**config.mk**
```make
export PLATFORM = sky130hd
export DESIGN_NAME = mac_psum_quant
export DESIGN_NICKNAME = d
export VERILOG_FILES = /design/src/rtl/mac_psum_quant.sv
export SDC_FILE = /design/constraint.sdc
export NUM_CORES = 1
export LEC_CHECK = 0
export CAP_MARGIN = 15
export CORE_MARGIN = 2
export CORE_UTILIZATION = 45
export CTS_CLUSTER_DIAMETER = 100
export DETAILED_ROUTE_END_ITERATION = 10
export PLACE_DENSITY = 0.62
export SLEW_MARGIN = 20
export SYNTH_ARGS = -nofsm -noshare
export SYNTH_HDL_FRONTEND = slang
export SYNTH_SLANG_ARGS = --single-unit
export TNS_END_PERCENT = 10
```
**constraint.sdc**
```tcl
create_clock -name clk -period 14.8 [get_ports clk]
set_input_delay 2.22 -clock clk [delete_from_list [all_inputs] [get_ports clk]]
set_output_delay 2.22 -clock clk [all_outputs]
set_load 0.02 [all_outputs]
```
**src/rtl/mac_psum_quant.sv**
```systemverilog
// Partial-sum accumulator behind the N-lane mac: sums NUM_TILE tiles plus bias,
// then applies a rounding shift, optional ReLU and saturation to a WQ-bit result.
module mac_psum_quant #(
   parameter int WI       = 8,
   parameter int N        = 16,
   parameter int WIN      = 2*(WI+1)+$clog2(N),
   parameter int NUM_TILE = 4,
   parameter int WQ       = 8
) (
   input  logic                  clk,
   input  logic                  rst,
   input  logic                  vld_i,
   input  logic [WIN-1:0]        acc_i,
   input  logic                  clr_i,
   input  logic [WIN-1:0]        bias_i,
   input  logic [4:0]            shift_i,
   input  logic                  relu_i,
   output logic [WQ-1:0]         q_o,
   output logic                  vld_o,
   output logic                  sat_o,
   output logic                  busy_o
);

   localparam int WA = WIN + $clog2(NUM_TILE) + 2;
   localparam int CW = (NUM_TILE > 1) ? $clog2(NUM_TILE) : 1;
   localparam logic signed [WA:0] QMAX = (WA+1)'((64'd1 << (WQ-1)) - 64'd1);
   localparam logic signed [WA:0] QMIN = ~QMAX;

   logic [CW-1:0]        tile_cnt;
   logic [CW-1:0]        cnt_n;
   logic signed [WA-1:0] acc;
   logic [4:0]           shift_q;
   logic                 relu_q;
   logic                 done_q;
   logic [WA-1:0]        acc_ext;
   logic [WA-1:0]        bias_ext;
   logic                 first;
   logic                 last;

   assign acc_ext  = {{(WA-WIN){acc_i[WIN-1]}}, acc_i};
   assign bias_ext = {{(WA-WIN){bias_i[WIN-1]}}, bias_i};
   assign first    = (tile_cnt == '0);
   assign last     = (tile_cnt == CW'(NUM_TILE-1));

   always_comb begin
      cnt_n = tile_cnt;
      if (clr_i)
         cnt_n = '0;
      else if (vld_i)
         cnt_n = last ? '0 : tile_cnt + CW'(1);
   end

   always_ff @(posedge clk) begin
      if (rst) begin
         tile_cnt <= '0;
         acc      <= '0;
         shift_q  <= '0;
         relu_q   <= 1'b0;
         done_q   <= 1'b0;
         busy_o   <= 1'b0;
      end else begin
         tile_cnt <= cnt_n;
         busy_o   <= (cnt_n != '0);
         done_q   <= !clr_i && vld_i && last;
         if (vld_i && !clr_i) begin
            if (first) begin
               acc     <= bias_ext + acc_ext;
               shift_q <= shift_i;
               relu_q  <= relu_i;
            end else begin
               acc <= acc + acc_ext;
            end
         end
      end
   end

   // One extra bit keeps the rounding add from overflowing before the shift.
   logic signed [WA:0] rnd;
   logic signed [WA:0] r;
   logic [WQ-1:0]      q_n;
   logic               sat_n;

   always_comb begin
      rnd = '0;
      if (shift_q == 5'd0)
         r = {acc[WA-1], acc};
      else if (int'(shift_q) >= WA)
         r = acc[WA-1] ? '1 : '0;
      else begin
         rnd = {acc[WA-1], acc} + ((WA+1)'(1) << (shift_q - 5'd1));
         r   = rnd >>> shift_q;
      end
      if (relu_q && r[WA])
         r = '0;
      sat_n = 1'b0;
      if (r > QMAX) begin
         r     = QMAX;
         sat_n = 1'b1;
      end else if (r < QMIN) begin
         r     = QMIN;
         sat_n = 1'b1;
      end
      q_n = r[WQ-1:0];
   end

   always_ff @(posedge clk) begin
      if (rst) begin
         q_o   <= '0;
         vld_o <= 1'b0;
         sat_o <= 1'b0;
      end else begin
         vld_o <= done_q;
         if (done_q) begin
            q_o   <= q_n;
            sat_o <= sat_n;
         end
      end
   end

endmodule

```
==> flow_summary.json, run 1 <==
{
  "hpwl_um": 23600,
  "rsz0062_at_grt": "no",
  "cp-end-kind": "register",
  "n_antenna_cell": 0,
  "vias_per_cell": 6.57,
  "syn_to_final_growth_pct": 10.4,
  "status": "complete, no violations",
  "vias": 9520,
  "finalClockSkew_ns": 0.00600,
  "synth_fp_nets": 1337,
  "cts-root-buf": "clkbuf_16",
  "startpoint_type": "register",
  "boundaryPins": 65,
  "max_freq_ghz": 0.152,
  "vdd.ir_drop.worst_uv": 54.5,
  "seqCellArea_um2": 921,
  "layout_setup_ws_ns": 8.23,
  "grt_first_pass_wirelength_um": 48200,
  "avgSynthCellArea_um2": 6.91,
  "r2r_cells": 18,
  "path_clk_slew_ns": 0.07,
  "yosys.area_share.adder_pct": 12.0,
  "fin_crit_sh_pct": 44.4,
  "die_y_um": 140,
  "ctsHoldBuffers": 0,
  "worstSetupPathType": "register to register",
  "setup_viol": 0,
  "synth_top_family_by_area": "compound AO/OA/AOI/OAI gates",
  "r2r_start": "shift_q[0]$_SDFFE_PP0P_",
  "num_rows": 49,
  "maxCapViolCount": 0,
  "drt.antenna.violating_nets": 0,
  "report.power.total_uw": 561,
  "grt_max_degree": 53,
  "ctsResizeCount": 0,
  "ys_async_sr_fraction_pct": 0,
  "multi_input_area_um2": 7030,
  "hold_viol_final": 0,
  "cts_buffer_depth": 2,
  "synth_compound_area_share_pct": 35.5,
  "required_ns": 15.01,
  "worstMarginPinSlew_ns": 0.997,
  "min_to": "shift_q[1]$_SDFFE_PP0P_",
  "drc": 0,
  "coreArea_um2": 18100,
  "synth.cell_area_um2": 8330,
  "yosys_warnings": 0,
  "synth.area.mux_share_pct": 3.77,
  "synthTopCellsByArea": "ha_1 (11%), dfxtp_1 (11%), a21oi_1 (7.0%)",
  "min_path_cells": 2,
  "grt_pass1_vias": 8949,
  "die-width_um": 140,
  "first_iter_violations": 855,
  "die_area_um2": 19600,
  "finalInstanceArea_um2": 9190,
  "synth_edf_count": 0,
  "postCtsSetupBuffers": 0,
  "slew_headroom_pct": 31.8,
  "post_dp_cell_area_um2": 9040,
  "final_nets": 1350,
  "synthXorXnorAreaFrac_pct": 4.73,
  "io_buffer_count": 64,
  "power.density_nw_per_um2": 61.1,
  "wl_um": 30400,
  "firstDrtPassIters": 6,
  "ys_seq_area_share_pct": 11.1,
  "gp_congestion": 1.07,
  "synthSimpleGateAreaFrac_pct": 28.4,
  "setup_tns_ns": 0,
  "ys.flop_type": "dfxtp_1",
  "drive_gt1_share_pct": 5.99,
  "regToRegEndpoint": "q_o[6]$_SDFFE_PP0P_",
  "leakage_uw": 0.00353,
  "nFillCells": 1857,
  "cts_tree": "yes",
  "min-delay-start": "shift_q[1]$_SDFFE_PP0P_",
  "hold_path.class": "register to register",
  "grt-ovfl-total": 0,
  "slew_violations": 0,
  "ys_types": 95,
  "synth-seq-cells": 46,
  "antenna_found_initial": 1,
  "wl_per_cell_um": 21.0,
  "synth_area_leader_cell": "ha_1",
  "fin_crit_ns": 6.57,
  "initial_core_util_pct": 46.0,
  "synth.top_cell.area_share_pct": 11.3,
  "cts-buffers-inserted": 5,
  "synth_cells": 1205,
  "crit_fanout": 35,
  "r2r_setup_slack_ns": 8.23,
  "clock-sinks": 46,
  "hold_slack_ns": 0.455,
  "clk_latency_ns": 0.30,
  "htree_levels": 2,
  "track_usage_pct": 30.5,
  "place_ws_ns": 8.51,
  "arrival_ns": 6.78
}
state kept, by name (all words and copies together), names as in the netlist:
signal	flops
acc	26
q_o	8
shift_q	5
tile_cnt	2
busy_o	1
done_q	1
relu_q	1
sat_o	1
vld_o	1
power breakdown:
part	switching (uW)	total, uW	internal (uW)
clock	54.0	118	63.6
combinational	176	295	119
sequential	17.6	148	131
layer usage:
metal  wire, um  track usage, %
met3       2610            5.03
met2      13100            47.3
met5          0               0
met1      13000            40.5
met4       1730            16.7
cells by family after synthesis:
group | count (synthesis)
simple gates | 493
compound gates | 420
buf+inv | 95
fa+ha+maj | 78
flops | 46
xor+xnor | 45
mux | 28
Yosys cell counts, types with 8 or more instances:
cell and count:
clkbuf_1 44, a211oi_1 23, dfxtp_1 46, o221ai_1 12, xor2_1 13, a21o_1 18
nor2_1 152, buf_2 13, and2_1 9, or3_1 12, and3_1 10, mux2i_1 19
a31oi_1 12, ha_1 75, inv_1 27, nand4_1 13, o21ai_0 70, nor2b_1 10
xnor2_1 32, o21a_1 16, a21oi_1 116, nand2b_1 21, nor3_1 46, o211ai_1 25
a311oi_1 11, nand2_1 126, o32ai_1 8, nor4_1 14, or2_2 10, nand3_1 40
o21ai_1 8
area by class of cell:
cell class,count,area share [%]
timing repair buffer,72,7.57
clock inverter,3,0.272
inverter,29,1.18
multi-input combinational,1064,76.5
tap,229,3.12
sequential,46,10.0
clock buffer,5,1.36
stage by stage:
step                      utilization, %  cells
after global routing                50.8   1448
after detailed placement            50.0   1440
after floorplan                        -   1205
after CTS                           50.8   1448
after global placement              50.0   1440
final                               50.8   1448
how the worst max path moves through the flow:
| stage | startpoint | to | slack, ns | depth (start not counted) |
|---|---|---|---|---|
| floorplan | acc_i[1] | acc[25]$_SDFFE_PP0P_ | 9.74 | 14 |
| global placement | shift_q[0]$_SDFFE_PP0P_ | q_o[6]$_SDFFE_PP0P_ | 8.33 | 18 |
| detailed placement | shift_q[0]$_SDFFE_PP0P_ | q_o[1]$_SDFFE_PP0P_ | 8.51 | 18 |
| CTS | shift_q[0]$_SDFFE_PP0P_ | q_o[4]$_SDFFE_PP0P_ | 8.47 | 18 |
| global route | shift_q[0]$_SDFFE_PP0P_ | sat_o$_SDFFE_PP0P_ | 8.00 | 18 |
| finish | shift_q[0]$_SDFFE_PP0P_ | q_o[6]$_SDFFE_PP0P_ | 8.23 | 18 |
cells in the final DEF, fill, tap and decap left out, types with 9 or more instances in the layout:
| cell | count |
|---|---|
| nor4_1 | 14 |
| ha_1 | 75 |
| xnor2_1 | 32 |
| o21a_1 | 16 |
| and3_1 | 10 |
| mux2i_1 | 19 |
| a31oi_1 | 12 |
| a21o_1 | 18 |
| nand2_1 | 126 |
| nand2b_1 | 21 |
| nand3_1 | 40 |
| clkdlybuf4s50_1 | 63 |
| a311oi_1 | 11 |
| o21ai_0 | 70 |
| xor2_1 | 13 |
| nor2_1 | 152 |
| nor3_1 | 46 |
| or3_1 | 12 |
| o211ai_1 | 25 |
| nor2b_1 | 9 |
| a21oi_1 | 116 |
| a211oi_1 | 23 |
| dfxtp_1 | 46 |
| and2_1 | 9 |
| nand4_1 | 13 |
| inv_1 | 27 |
| o221ai_1 | 12 |
| or2_2 | 10 |
worst max-delay path, stage by stage, from the launching register on:
cell	delay [ns]
dfxtp_1	0.92
clkinv_1	0.15
buf_4	0.30
nand2_1	0.47
nor2_1	0.20
ha_1	0.56
and2_1	0.30
nand2_2	0.13
nor3_2	0.39
o211ai_1	0.15
a211oi_2	0.70
o22a_1	0.29
o21a_1	0.27
a21boi_1	0.11
a311oi_1	0.47
nand4b_1	0.15
or4_4	0.53
o22a_4	0.24
o32ai_1	0.12
Note: power is estimated with default switching activity, not from simulation.
==> run 2: changes to the inputs <==
- PLACE_DENSITY: 0.62 -> 0.65
- clock period: 14.8 -> 6 ns (I/O delays scaled with it)
==> run 2 against run 1 <==
Maximum frequency is 18% higher. Register-to-register slack lost 7.8 ns. Sequential cell count unchanged. Critical endpoint is now q_o[4]$_SDFFE_PP0P_. Routed wire length grew 0.94%. Die area stayed put. Setup slack lost 7.8 ns. Sequential power rose by 150%. Power grew to 2.6 times the previous value. Sequential share of layout area fell by 0.24 points. First-iteration DRC count is 5.7% lower.
==> flow_summary.json, run 2 (synthesized netlist as in run 1, its figures left out) <==
{
  "n_antenna_cell": 0,
  "initial_core_util_pct": 46.0,
  "r2r_setup_slack_ns": 0.43,
  "final_nets": 1376,
  "final_cell_mix": "nor2_1 (152), nand2_1 (126), a21oi_1 (116)",
  "wl_per_cell_um": 20.8,
  "num_rows": 49,
  "status": "complete, no violations",
  "worstPathCellList": "inv_1 > nor2_1 > nand2_1 > nor2_1 > ha_1 > a21oi_1 > o21a_1 > a2bb2oi_4 > a31oi_4 > a311oi_2 > buf_4 > mux2i_1 > o21a_1 > a21boi_1 > a311oi_1 > nand4b_1 > or4_4 > o22a_4 > o32ai_1",
  "worstMarginPinSlew_ns": 0.964,
  "arrival_ns": 5.76,
  "ctsHoldBuffers": 0,
  "grt_first_pass_wirelength_um": 48700,
  "cp_slowest_cell": "dfxtp_1",
  "die_y_um": 140,
  "hold_viol_final": 0,
  "cts-root-buf": "clkbuf_16",
  "gp_congestion": 1.06,
  "sw_frac_of_total_pct": 42.6,
  "slowest_delay_ns": 0.73,
  "required_ns": 6.19,
  "coreArea_um2": 18100,
  "pwr-share-clk_pct": 22.4,
  "grt_busiest_layer": "met2",
  "met3_usage_pct": 3.56,
  "clock-sinks": 46,
  "setup_viol": 0,
  "largest_reg_flops": 26,
  "cp-end-kind": "register",
  "fin_crit_ns": 5.57,
  "slew_violations": 0,
  "maxCapViolCount": 0,
  "cts-buffers-inserted": 5,
  "syn_to_final_growth_pct": 13.1,
  "rsz0062_at_grt": "no",
  "grt_pass1_vias": 9001,
  "finalClockSkew_ns": 0.00312,
  "hold_slack_ns": 0.482,
  "hold_path.class": "register to register",
  "grt-ovfl-total": 0,
  "p_seq_share_pct": 25.3,
  "r2r_cells": 19,
  "io_buffer_count": 64,
  "p_int_uw": 829,
  "switching_power_uw": 614,
  "cts_tree": "yes",
  "leakage_uw": 0.00367,
  "track_usage_pct": 30.7,
  "worstSetupPathType": "register to register",
  "drt.antenna.violating_nets": 0,
  "first_iter_violations": 806,
  "slew_headroom_pct": 35.7,
  "path_clk_slew_ns": 0.07,
  "drc": 0,
  "firstDrtPassIters": 5,
  "combPwrFrac_pct": 52.4,
  "min_path_cells": 2,
  "crit_fanout": 14,
  "power.density_nw_per_um2": 153,
  "clk_latency_ns": 0.29,
  "grt_use_met1_pct": 41.4,
  "vias": 9636,
  "vdd.ir_drop.worst_uv": 122,
  "setup_tns_ns": 0,
  "cts_buffer_depth": 2,
  "htree_levels": 2,
  "ctsResizeCount": 0,
  "min-delay-start": "q_o[7]$_SDFFE_PP0P_",
  "dp.cells": 1466,
  "top_regs": "acc (26), q_o (8), shift_q (5)",
  "max_freq_ghz": 0.180,
  "gr-usage-met2_pct": 48.4,
  "vias_per_cell": 6.54,
  "final_cells": 1474,
  "grt_max_degree": 53,
  "die_area_um2": 19600,
  "wl_um": 30700,
  "r2r_start": "shift_q[3]$_SDFFE_PP0P_",
  "largest-register": "acc",
  "regToRegEndpoint": "q_o[4]$_SDFFE_PP0P_",
  "postCtsSetupBuffers": 0,
  "fin_crit_sh_pct": 92.8,
  "boundaryPins": 65,
  "die-width_um": 140,
  "min_to": "q_o[7]$_SDFFE_PP0P_",
  "drive_gt1_share_pct": 8.03,
  "fin_util_pct": 52.1,
  "final_common_cell": "nor2_1",
  "startpoint_type": "register",
  "hpwl_um": 24400,
  "antenna_found_initial": 0
}
[run 2: how the worst max path moves through the flow]
stage	from	endpoint	depth (start not counted)
final	shift_q[3]$_SDFFE_PP0P_	q_o[4]$_SDFFE_PP0P_	19
after global routing	shift_q[3]$_SDFFE_PP0P_	q_o[4]$_SDFFE_PP0P_	18
after CTS	shift_q[2]$_SDFFE_PP0P_	q_o[4]$_SDFFE_PP0P_	19
after global placement	shift_q[2]$_SDFFE_PP0P_	q_o[6]$_SDFFE_PP0P_	19
after floorplan	shift_q[4]$_SDFFE_PP0P_	q_o[6]$_SDFFE_PP0P_	20
after detailed placement	shift_q[2]$_SDFFE_PP0P_	q_o[4]$_SDFFE_PP0P_	19
[run 2: layout make-up]
| class | instances | area (um2) |
|---|---|---|
| clock buffer | 6 | 129 |
| clock inverter | 2 | 37.5 |
| fill | 1822 | 8670 |
| inverter | 29 | 109 |
| multi-input combinational | 1064 | 7040 |
| sequential | 46 | 921 |
| tap | 229 | 287 |
| timing repair buffer | 98 | 891 |
[run 2: power by group through the flow]
| stage | Combinational, uW | Clock, uW | Sequential [uW] |
|---|---|---|---|
| after floorplan | 528 | 0 | 343 |
| after global placement | 734 | 0 | 368 |
| after detailed placement | 733 | 0 | 368 |
| after CTS | 737 | 327 | 361 |
| after global routing | 824 | 336 | 364 |
| final | 756 | 322 | 364 |
[run 2: layer usage]
layer,share of wire [%],wire length (um),vias up
met5,0,0,-
met4,5.2,1600,0
met3,7.1,2170,103
met2,43,13300,443
met1,44,13600,4442
li1,-,-,4648
[run 2: critical path: cells and delay by family, from the launching register on]
kind	cells	cell delay, ns
AND/OR/NAND/NOR	5	1.30
adder cells (fa/ha/maj)	1	0.32
AO/OA/AOI/OAI	10	2.45
buffers and inverters	2	0.32
flip-flops	1	0.73
multiplexers	1	0.36
[run 2: per-stage QoR]
stage	total power, uW	setup slack (ns)	cell area, um2
2_1_floorplan	871	1.18	8330
5_1_grt	1530	0.0783	9410
4_1_cts	1420	0.270	9400
6_report	1440	0.433	9410
3_3_place_gp	1100	0.504	9230
3_5_place_dp	1100	0.314	9230
==> patch, RTL diff (settings of run 2) <==
Reset style: asynchronous (`rst`), changed in 2 clocked blocks.
--- a/src/rtl/mac_psum_quant.sv
+++ b/src/rtl/mac_psum_quant.sv
@@ -50,7 +50,7 @@
          cnt_n = last ? '0 : tile_cnt + CW'(1);
    end
 
-   always_ff @(posedge clk) begin
+   always_ff @(posedge clk or posedge rst) begin
       if (rst) begin
          tile_cnt <= '0;
          acc      <= '0;
@@ -103,7 +103,7 @@
       q_n = r[WQ-1:0];
    end
 
-   always_ff @(posedge clk) begin
+   always_ff @(posedge clk or posedge rst) begin
       if (rst) begin
          q_o   <= '0;
          vld_o <= 1'b0;
Check against the original RTL: differs if rst is asserted again (counterexample within 4 cycles, from zero or initial values and one cycle with rst high); with rst held inactive, the same outputs for 4 cycles.
==> patch against run 2 <==
Sequential share of layout area is 2.1 points higher. Cell area increased by 3.0%. Non-clock buffer count is 13 higher. Count of clock-buffer cells in the layout rose by 1. Via count down 2.3%. Wire length down 1.9%. Worst setup slack lost 0.13 ns. Sequential cell count stayed put. Die area rose by 2.3%. Area after synthesis up 2.4%. Final cell count fell by 1.2%.
Power is not compared: it rests on default switching activity, and its combinational part moved more than twofold at a synthesized area within 25%.
==> patch: results (changes against run 2) <==
[status]
run_status = finished, final reports clean  ; unchanged

[final_layout]
antennaDiodeCount = 0  ; unchanged
layout-drive-gt1-share = 0.106  ; was 0.0803
layout.nets = 1354  ; was 1376
fillCellCount = 1883  ; was 1822
reg_top3 = acc x26, q_o x8, shift_q x5  ; unchanged

[critical_path]
path_max_fanout = 11  ; was 14
crit_family = simple AND/OR/NAND/NOR gates  ; was compound AO/OA/AOI/OAI gates
max_stage_delay_ns = 0.51  ; was 0.73 ns
critPathArrivalTime_ns = 5.89  ; was 5.76 ns
r2r_cells = 17  ; was 19
slowest_stage = nor2_1  ; was dfxtp_1
endpoint = q_o[1]  ; was q_o[4]
rr_startpoint = shift_q[1]  ; was shift_q[3]

[pwr]
switching_share = 0.541
seqPwrFrac = 0.151
pwr_density_cell_nw_per_um2 = 352
power_frac_clock = 0.085

[global_route]
grt_pass1_vias = 9070  ; was 9001
grt_pass1_wl_um = 48100  ; was 48700 um
grt_antenna_before_repair = 0  ; unchanged
track_usage = 0.301  ; was 0.307
grt_max_degree = 47  ; was 53

[cts]
clkLatencyLatePin_ns = 0.29  ; about the same
path_clk_slew_ns = 0.06
cts_buffer_depth = 2  ; unchanged
cts_root_buf = clkbuf_16  ; unchanged
htreeDepth = 2  ; unchanged
cts_buffers = 5  ; unchanged

[placed_design]
place_area_um2 = 9550  ; was 9230 um2
routabilityCongestion = 1.06  ; about the same
dpl_worst_slack_ns = 0.547  ; was 0.314 ns
io_buffer_count = 64  ; unchanged
post-dp-hpwl_um = 24600  ; was 24400 um

[yosys]
synth_cell_types = 99  ; was 95
yosys_most_used_dff = dfrtp_1  ; was dfxtp_1
synthTopCellsByCount = nand2_1 (136), nor2_1 (123), a21oi_1 (97), o21ai_0 (79), ha_1 (75)  ; was nor2_1 (152), nand2_1 (126), a21oi_1 (116), ha_1 (75), o21ai_0 (70)
synth_mux_area_frac = 0.0543  ; was 0.0377
synth_fp_nets = 1293  ; was 1337
synth.area.top_cells = dfrtp_1 (14%), ha_1 (11%), nand2_1 (6.0%)  ; was ha_1 (11%), dfxtp_1 (11%), a21oi_1 (7.0%)
synth_async_sr_flop_share = 1.00  ; was 0
synthAdderAreaFrac = 0.117  ; was 0.120
yosys.area_share.xor_xnor = 0.0524  ; was 0.0473
synth-compound-area-share = 0.344  ; was 0.355
synthCells = 1161  ; was 1205
yosysSeqAreaShare = 0.135  ; was 0.111

[sta]
relSlewSlack = 0.374  ; was 0.357
setup_slack_ns = 0.302  ; was 0.433 ns
skew_ns = 0.00487  ; was 0.00312 ns

[drt]
wl_per_cell_um = 20.6  ; was 20.8 um
drt_iter0_markers = 866  ; was 806
viasPerCell = 6.46  ; was 6.54
via_count = 9415  ; was 9636
first_pass_iters = 6  ; was 5

[worst_hold_path]
hold_start = q_o[7]  ; unchanged

-- patch: cell types whose count changed in the layout (fill, tap and decap cells not counted), moves of 10 or more --
| cell | delta |
|---|---|
| dfrtp_1 | +46 |
| dfxtp_1 | -46 |
| nor2_1 | -29 |
| a21oi_1 | -19 |
| nor3_1 | -15 |
| buf_4 | +13 |
| nand3_1 | -11 |
| nand2_1 | +10 |
-- patch: worst reg2reg max path: stages, from the launching register on --
cell	delay, ns
dfrtp_1	0.47
nor2_1	0.51
nand2_1	0.34
nor3b_1	0.42
ha_1	0.46
and4_2	0.33
nand2_1	0.10
and4b_1	0.27
o211a_1	0.24
nor3_1	0.46
o32ai_1	0.23
a221oi_2	0.39
a222oi_1	0.20
o22ai_1	0.26
nand3_1	0.13
nor4_2	0.31
a21boi_2	0.16
o32ai_1	0.30
-- patch: cell type report --
| type | instances | area, um2 | area share |
|---|---|---|---|
| tap | 234 | 293 | 0.0302 |
| clock buffer | 7 | 143 | 0.0147 |
| multi-input combinational | 1026 | 6990 | 0.721 |
| sequential | 46 | 1150 | 0.119 |
| inverter | 32 | 120 | 0.0124 |
| clock inverter | 1 | 8.76 | 0.000903 |
| timing repair buffer | 111 | 993 | 0.102 |
-- patch: routing by layer --
layer / wire length (um) / vias up / global-route usage
met5: 0 / - / 0
met2: 13700 / 398 / 0.497
met3: 1960 / 89 / 0.0354
li1: - / 4504 / -
met4: 1460 / 0 / 0.140
met1: 13000 / 4424 / 0.395
-- patch: worst min path at each step --
| stage | to | slack, ns | depth (start not counted) |
|---|---|---|---|
| detailed placement | q_o[0] | 0.53 | 2 |
| global placement | q_o[7] | 0.51 | 2 |
| finish | q_o[7] | 0.54 | 2 |
| CTS | q_o[7] | 0.54 | 2 |
| floorplan | vld_o | 0.39 | 0 |
| global route | q_o[7] | 0.57 | 2 |
